<file path="config.mk">
export PLATFORM = sky130hd
export DESIGN_NAME = spi_ram_port
export DESIGN_NICKNAME = d
export VERILOG_FILES = /design/src/rtl/spi_ram_port.sv
export SDC_FILE = /design/constraint.sdc
export NUM_CORES = 2
export LEC_CHECK = 0
export ABC_AREA = 0
export CORE_AREA = 3 3 455 457
export DETAILED_ROUTE_END_ITERATION = 7
export DIE_AREA = 0 0 458 460
export GPL_TIMING_DRIVEN = 0
export PLACE_DENSITY = 0.61
export SLEW_MARGIN = 30
export SYNTH_ARGS = -nofsm -noshare
export SYNTH_HDL_FRONTEND = slang
export SYNTH_SLANG_ARGS = --single-unit
</file>
<file path="constraint.sdc">
create_clock -name clk -period 2.21 [get_ports clk]
set_input_delay 0.221 -clock clk [delete_from_list [all_inputs] [get_ports clk]]
set_output_delay 0.221 -clock clk [all_outputs]
set_load 0.02 [all_outputs]
</file>
<file path="src/rtl/spi_ram_port.sv">
// Command-decoding single-port RAM behind the SPI slave: 2-bit opcode plus 8-bit payload per word.
// Define SPI_RAM_ADDR_AUTO_INC_EN to post-increment the address after each accepted data command.
module spi_ram_port #(
  parameter int MEM_DEPTH = 256,
  parameter int ADDR_SIZE = 8
) (
  input  logic       clk,
  input  logic       rst,
  input  logic [9:0] rx_data,
  input  logic       rx_valid,
  output logic [7:0] tx_data,
  output logic       tx_valid,
  output logic       cmd_err
);

  typedef enum logic {RD_IDLE, RD_RESP} rd_state_t;
  typedef enum logic [1:0] {
    WR_ADDR = 2'b00,
    WR_DATA = 2'b01,
    RD_ADDR = 2'b10,
    RD_DATA = 2'b11
  } cmd_t;

  logic [7:0]           mem [MEM_DEPTH];
  logic [ADDR_SIZE-1:0] wr_addr, rd_addr, rd_ptr, addr_field;
  logic                 wr_addr_vld, rd_addr_vld;
  logic                 wr_fire, rd_fire;
  rd_state_t            rd_state;
  cmd_t                 cmd;

  assign cmd        = cmd_t'(rx_data[9:8]);
  assign addr_field = rx_data[ADDR_SIZE-1:0];
  assign wr_fire    = rst && rx_valid && (cmd == WR_DATA) && wr_addr_vld;
  assign rd_fire    = rst && rx_valid && (cmd == RD_DATA) && rd_addr_vld;

  // Storage has no reset so contents survive rst.
  always_ff @(posedge clk) begin
    if (wr_fire) mem[wr_addr] <= rx_data[7:0];
  end

  always_ff @(posedge clk) begin
    if (!rst) begin
      tx_data     <= '0;
      tx_valid    <= 1'b0;
      cmd_err     <= 1'b0;
      wr_addr     <= '0;
      rd_addr     <= '0;
      rd_ptr      <= '0;
      wr_addr_vld <= 1'b0;
      rd_addr_vld <= 1'b0;
      rd_state    <= RD_IDLE;
    end else begin
      tx_valid <= 1'b0;
      cmd_err  <= 1'b0;
      if (rd_state == RD_RESP) begin
        tx_data  <= mem[rd_ptr];
        tx_valid <= 1'b1;
      end
      // rd_ptr freezes the pre-increment address for the response cycle.
      rd_state <= rd_fire ? RD_RESP : RD_IDLE;
      if (rd_fire) rd_ptr <= rd_addr;
      if (rx_valid) begin
        case (cmd)
          WR_ADDR: begin
            wr_addr     <= addr_field;
            wr_addr_vld <= 1'b1;
          end
          WR_DATA: begin
            if (!wr_addr_vld) cmd_err <= 1'b1;
`ifdef SPI_RAM_ADDR_AUTO_INC_EN
            else wr_addr <= wr_addr + ADDR_SIZE'(1);
`endif
          end
          RD_ADDR: begin
            rd_addr     <= addr_field;
            rd_addr_vld <= 1'b1;
          end
          RD_DATA: begin
            if (!rd_addr_vld) cmd_err <= 1'b1;
`ifdef SPI_RAM_ADDR_AUTO_INC_EN
            else rd_addr <= rd_addr + ADDR_SIZE'(1);
`endif
          end
          default: ;
        endcase
      end
    end
  end

endmodule
</file>
# Yosys cells after proc, flatten, opt, wreduce, memory -nomap -nowiden

Memories as Yosys holds them, arrays and structs flattened. A register that Yosys moved wholly into a read port is not among the register bits.
Index checks and enable logic that the tools add are counted.
Widths: inputs -> output; s select.

Flip-flop bits (word level): 29
Memories: 1
Input port bits: 13
Word-level logic and storage cells: 29
Output and inout port bits: 10
Bits in writable memories: 2048

Memories:

| name | words | bits a word | read ports | clocked after Yosys merged registers in | write ports | RTL line | text |
|---|---|---|---|---|---|---|---|
| mem  | 256   | 8           | 1          | 1                                       | 1           | 24       | `logic [7:0] mem [MEM_DEPTH];` |

Equal/unequal tests: 3
Reductions and logical operators: 10
Multiplexer cells: 7

Operators by type and width:

| cell               | number |
|---|---|
| $mux 1             | 6 |
| $reduce_and 2->1   | 3 |
| $logic_and 1x1->1  | 5 |
| $eq 2x2->1 const B | 2 |
| $eq 2x1->1 const B | 1 |
| $logic_not 2->1    | 1 |
| $pmux 1 s2         | 1 |
| $logic_not 1->1    | 1 |

# Depth between registers and ports, before layout

Depth in word-level cells: 5
Depth in mapped cells: 13
Gate-level depth less buffers: 7

# Worst setup path after synthesis

OpenSTA, ideal clock, no wires.

Kind: flip-flop to flip-flop
Start point: register rd_ptr[0]
End point: register tx_data[4], read port of mem
Clock period less this slack: 2373 ps
Required time: 2090 ps
Setup slack: -163 ps
Arrival: 2254 ps
Cell stages (with the launch flop): 10
Library setup time: 120 ps
Path buffers: 4
Path through: dfxtp_1 > buf_6 > buf_12 > buf_12 > buf_6 > mux4_2 > mux4_2 > o211ai_1 > nor4_1 > a211o_1

RTL lines:

| what                   | RTL line | text |
|---|---|---|
| from (decl)            | 25       | `logic [ADDR_SIZE-1:0] wr_addr, rd_addr, rd_ptr, addr_field;` |
| from (signal assigned) | 61       | `if (rd_fire) rd_ptr <= rd_addr;` |
| to (decl)              | 11       | `output logic [7:0] tx_data,` |

==> flow_metrics.env <==
export IMPL_swShare=0.205
export IMPL_drv_slew=0
export IMPL_fp_row_count=166
export IMPL_cap_violations=0
export IMPL_die_y_um=460
export IMPL_critPathLaunchType="register"
export IMPL_place_area_um2=86000
export IMPL_synthFlopType="edfxtp_1"
export IMPL_start_util=0.398
export IMPL_clockRootBuffer="clkbuf_16"
export IMPL_drive_gt1_frac=0.307
export IMPL_synth_area_um2=81100
export IMPL_io_buffers=22
export IMPL_hold_end="mem[97][0]$_DFFE_PP_"
export IMPL_cts_clk_slew_worst_paths_ns=0.06
export IMPL_cp_max_fo=8
export IMPL_fp_dieArea_um2=211000
export IMPL_clk_insertion_delay_late_ns=0.86
export IMPL_setup_viol=1910
export IMPL_core_area_um2=204000
export IMPL_vias=45597
export IMPL_grt_max_degree=113
export IMPL_dp_hpwl_mm=187
export IMPL_pre_cts_ws_ns=-2.80
export IMPL_syn_nets=4031
export IMPL_cts_inserted_buffers=204
export IMPL_async_flop_share=0
export IMPL_cts_tree="built"
export IMPL_syn_area_per_cell_um2=20.2
export IMPL_synth_top_area_frac=0.758
export IMPL_synth_cells=4018
export IMPL_p_seq_frac=0.552
export IMPL_slowest_stage="o211ai_1"
export IMPL_grt_pass1_wl_mm=377
export IMPL_yosys_top_cells_count="2,048 x edfxtp_1, 389 x mux4_2, 312 x mux2i_1"
export IMPL_first_iter_violations=7709
export IMPL_wire_per_inst_um=39.0
export IMPL_reg2reg_depth=9
export IMPL_synth_seq_cells=2085
export IMPL_required_ns=2.96
export IMPL_comb_power_share=0.014
export IMPL_leakage_uw=0.0290
export IMPL_status="finished, violations left"
export IMPL_synthDistinctLibCells=63
export IMPL_crit_top_cell="buf_16"
export IMPL_yosys_area_top_type="edfxtp_1"
export IMPL_worst_pin_slew_ns=1.06
export IMPL_grtUsageTotal=0.265
export IMPL_cts_sinks=2085
export IMPL_worst_r2r_setup_slack_ns=-1.13
export IMPL_setup_slack_ns=-1.13
export IMPL_grt_busiest_layer="met2"
export IMPL_fin_skew_ns=0.0445
export IMPL_grt_use_met1=0.352
export IMPL_fin_nets=4425
export IMPL_crit_path_max_incr_delay_ns=0.64
export IMPL_cts_max_level=4
export IMPL_final_hold_violation_count=0
export IMPL_crit_chain="buf_8 -> buf_16 -> buf_16 -> buf_16 -> mux4_2 -> mux4_2 -> o211ai_1 -> nor4_4 -> a211o_1"
export IMPL_r2r_end="tx_data[4]$_SDFFE_PN0P_"
export IMPL_viasPerCell=6.27
export IMPL_fin_crit_sh=1.51
export IMPL_gp_congestion=0.956
export IMPL_min_path_cells=2
export IMPL_hold_path_class="primary input to register"
export IMPL_synth_edf_count=2048
export IMPL_relSlewSlack=0.292
export IMPL_drt_total_wl_mm=284
export IMPL_drc=0
export IMPL_overflow=0
export IMPL_clockPowerShare=0.434
export IMPL_area_delta_synth_final_pct=19.8
export IMPL_p_per_area_nw_per_um2=809
export IMPL_yosysWarnings=0
export IMPL_synthTopCellsByArea="edfxtp_1 76%, mux4_2 11%, mux2i_1 3.8%"
export IMPL_ir_drop_mv=0.589
export IMPL_max_clock_freq_mhz=299
export IMPL_hp_start="rx_data[0]"
export IMPL_crit_type="register to register"
export IMPL_worstReg2RegStart="rd_ptr[0]$_SDFFE_PN0P_"
export IMPL_grt_pass1_vias=43493
export IMPL_met3_usage=0.0736
export IMPL_dr_pass1_iters=6
export IMPL_io_pins=23
export IMPL_power_switching_uw=16100
export IMPL_grt_setup_unrepaired="true"
export IMPL_intPower_uw=62500
export IMPL_fin_area_um2=97200
export IMPL_yosysMostFrequentCell="edfxtp_1"
export IMPL_drtAntennaViolNets=0
export IMPL_cts_buffer_depth=3
export IMPL_final_min_clock_period_ns=3.34
export IMPL_synth_seq_area_share=0.767
export IMPL_antenna_found_initial=15
export IMPL_die_x_um=458
export IMPL_setup_worst_path_end_class="register"
export IMPL_use_met2=0.391
export IMPL_violations="negative setup slack"
export IMPL_arrival_ns=4.09
## worst max path at each step
stage | startpoint | to | cells after the start
6_report | rd_ptr[0]$_SDFFE_PN0P_ | tx_data[4]$_SDFFE_PN0P_ | 9
5_1_grt | rd_ptr[0]$_SDFFE_PN0P_ | tx_data[4]$_SDFFE_PN0P_ | 9
4_1_cts | rd_ptr[0]$_SDFFE_PN0P_ | tx_data[4]$_SDFFE_PN0P_ | 9
3_5_place_dp | rd_ptr[4]$_SDFFE_PN0P_ | tx_data[4]$_SDFFE_PN0P_ | 10
3_3_place_gp | rx_data[3] | mem[0][3]$_DFFE_PP_ | 1
2_1_floorplan | rd_ptr[0]$_SDFFE_PN0P_ | tx_data[4]$_SDFFE_PN0P_ | 9
## power by group through the flow
stage,Sequential (µW),Combinational [µW],Clock (µW)
after CTS,43400,1040,34100
final,43400,1090,34100
after floorplan,44300,119,0
after global routing,43400,1130,35800
after detailed placement,44300,1010,0
after global placement,44700,836,0
## registers in the layout (all words and copies together), names as in the netlist
signal / count
tx_valid: 1
cmd_err: 1
wr_addr: 8
wr_addr_vld: 1
rd_state: 1
tx_data: 8
rd_addr: 8
rd_ptr: 8
rd_addr_vld: 1
mem: 2048
## routing by layer
layer | up-vias | share of wire
li1 | 17446 | -
met1 | 23933 | 0.36
met3 | 727 | 0.13
met4 | 7 | 0.075
met2 | 3484 | 0.44
met5 | - | 0.00067
## cell type report
cell class / instances / area [µm²]
Fill cell: 16693 / 107000
Sequential cell: 2085 / 62300
Multi-Input combinational cell: 1688 / 19300
Clock buffer: 258 / 5430
Tap cell: 2688 / 3360
Buffer: 235 / 3100
Timing Repair Buffer: 193 / 2780
Clock inverter: 119 / 991
Inverter: 5 / 21.3
Antenna cell: 3 / 7.51
## critical path: cells and delay by family (launching register included)
family | cells | cell delay, ns
AOI/OAI and AO/OA | 2 | 0.89
DFF | 1 | 0.34
buffers and inverters | 4 | 0.66
and+or+nand+nor | 1 | 0.13
muxes | 2 | 1.15
## metrics by stage
stage / hold slack [ns] / TNS [ns] / cells / total power (µW) / util
4_1_cts: 0.307 / -1275.53 / 7233 / 78600 / 0.471
5_1_grt: 0.336 / -639.78 / 7272 / 80300 / 0.477
6_report: 0.353 / -591.38 / 7274 / 78600 / 0.477
3_5_place_dp: 0.444 / -2873.99 / 6766 / 45300 / 0.422
3_3_place_gp: 0.441 / - / 6728 / 45600 / 0.416
2_1_floorplan: 0.320 / -0.727 / 4018 / 44400 / -
## placed cells by master (no fill, tap or decap), drive strengths merged, types with 19 or more instances in the layout
cell and count:
nand2 121, nand3 33, o22ai 96, buf 325, edfxtp 2048, nor2 290
mux4 389, o21ai 67, a21oi 52, a2111oi 22, clkinv 92, a22oi 19
clkbuf 339, o221ai 59, nor3 19, mux2i 312, a211oi 29, dfxtp 37
nor2b 43
## cell families (layout without fill, tap and decap cells)
kind of cell | Yosys count | in the layout | share of synthesized area
AOI/OAI and AO/OA | 408 | 408 | 0.0344
buffers and inverters | 245 | 810 | 0.0196
DFF | 2085 | 2085 | 0.767
muxes | 714 | 714 | 0.148
other | 0 | 3 | 0
and+or+nand+nor | 566 | 566 | 0.0305
## repair_timing
item / in CTS / in global routing
pin swaps: 47 / 33
setup buffers: 85 / 36
resized for setup: 673 / 187
gates cloned: 2 / 2
hold buffers: 8 / 0
endpoints found under the setup margin: 2068 / 2066
hold endpoints to repair: 550 / 0
(Power assumes the default switching activity.)
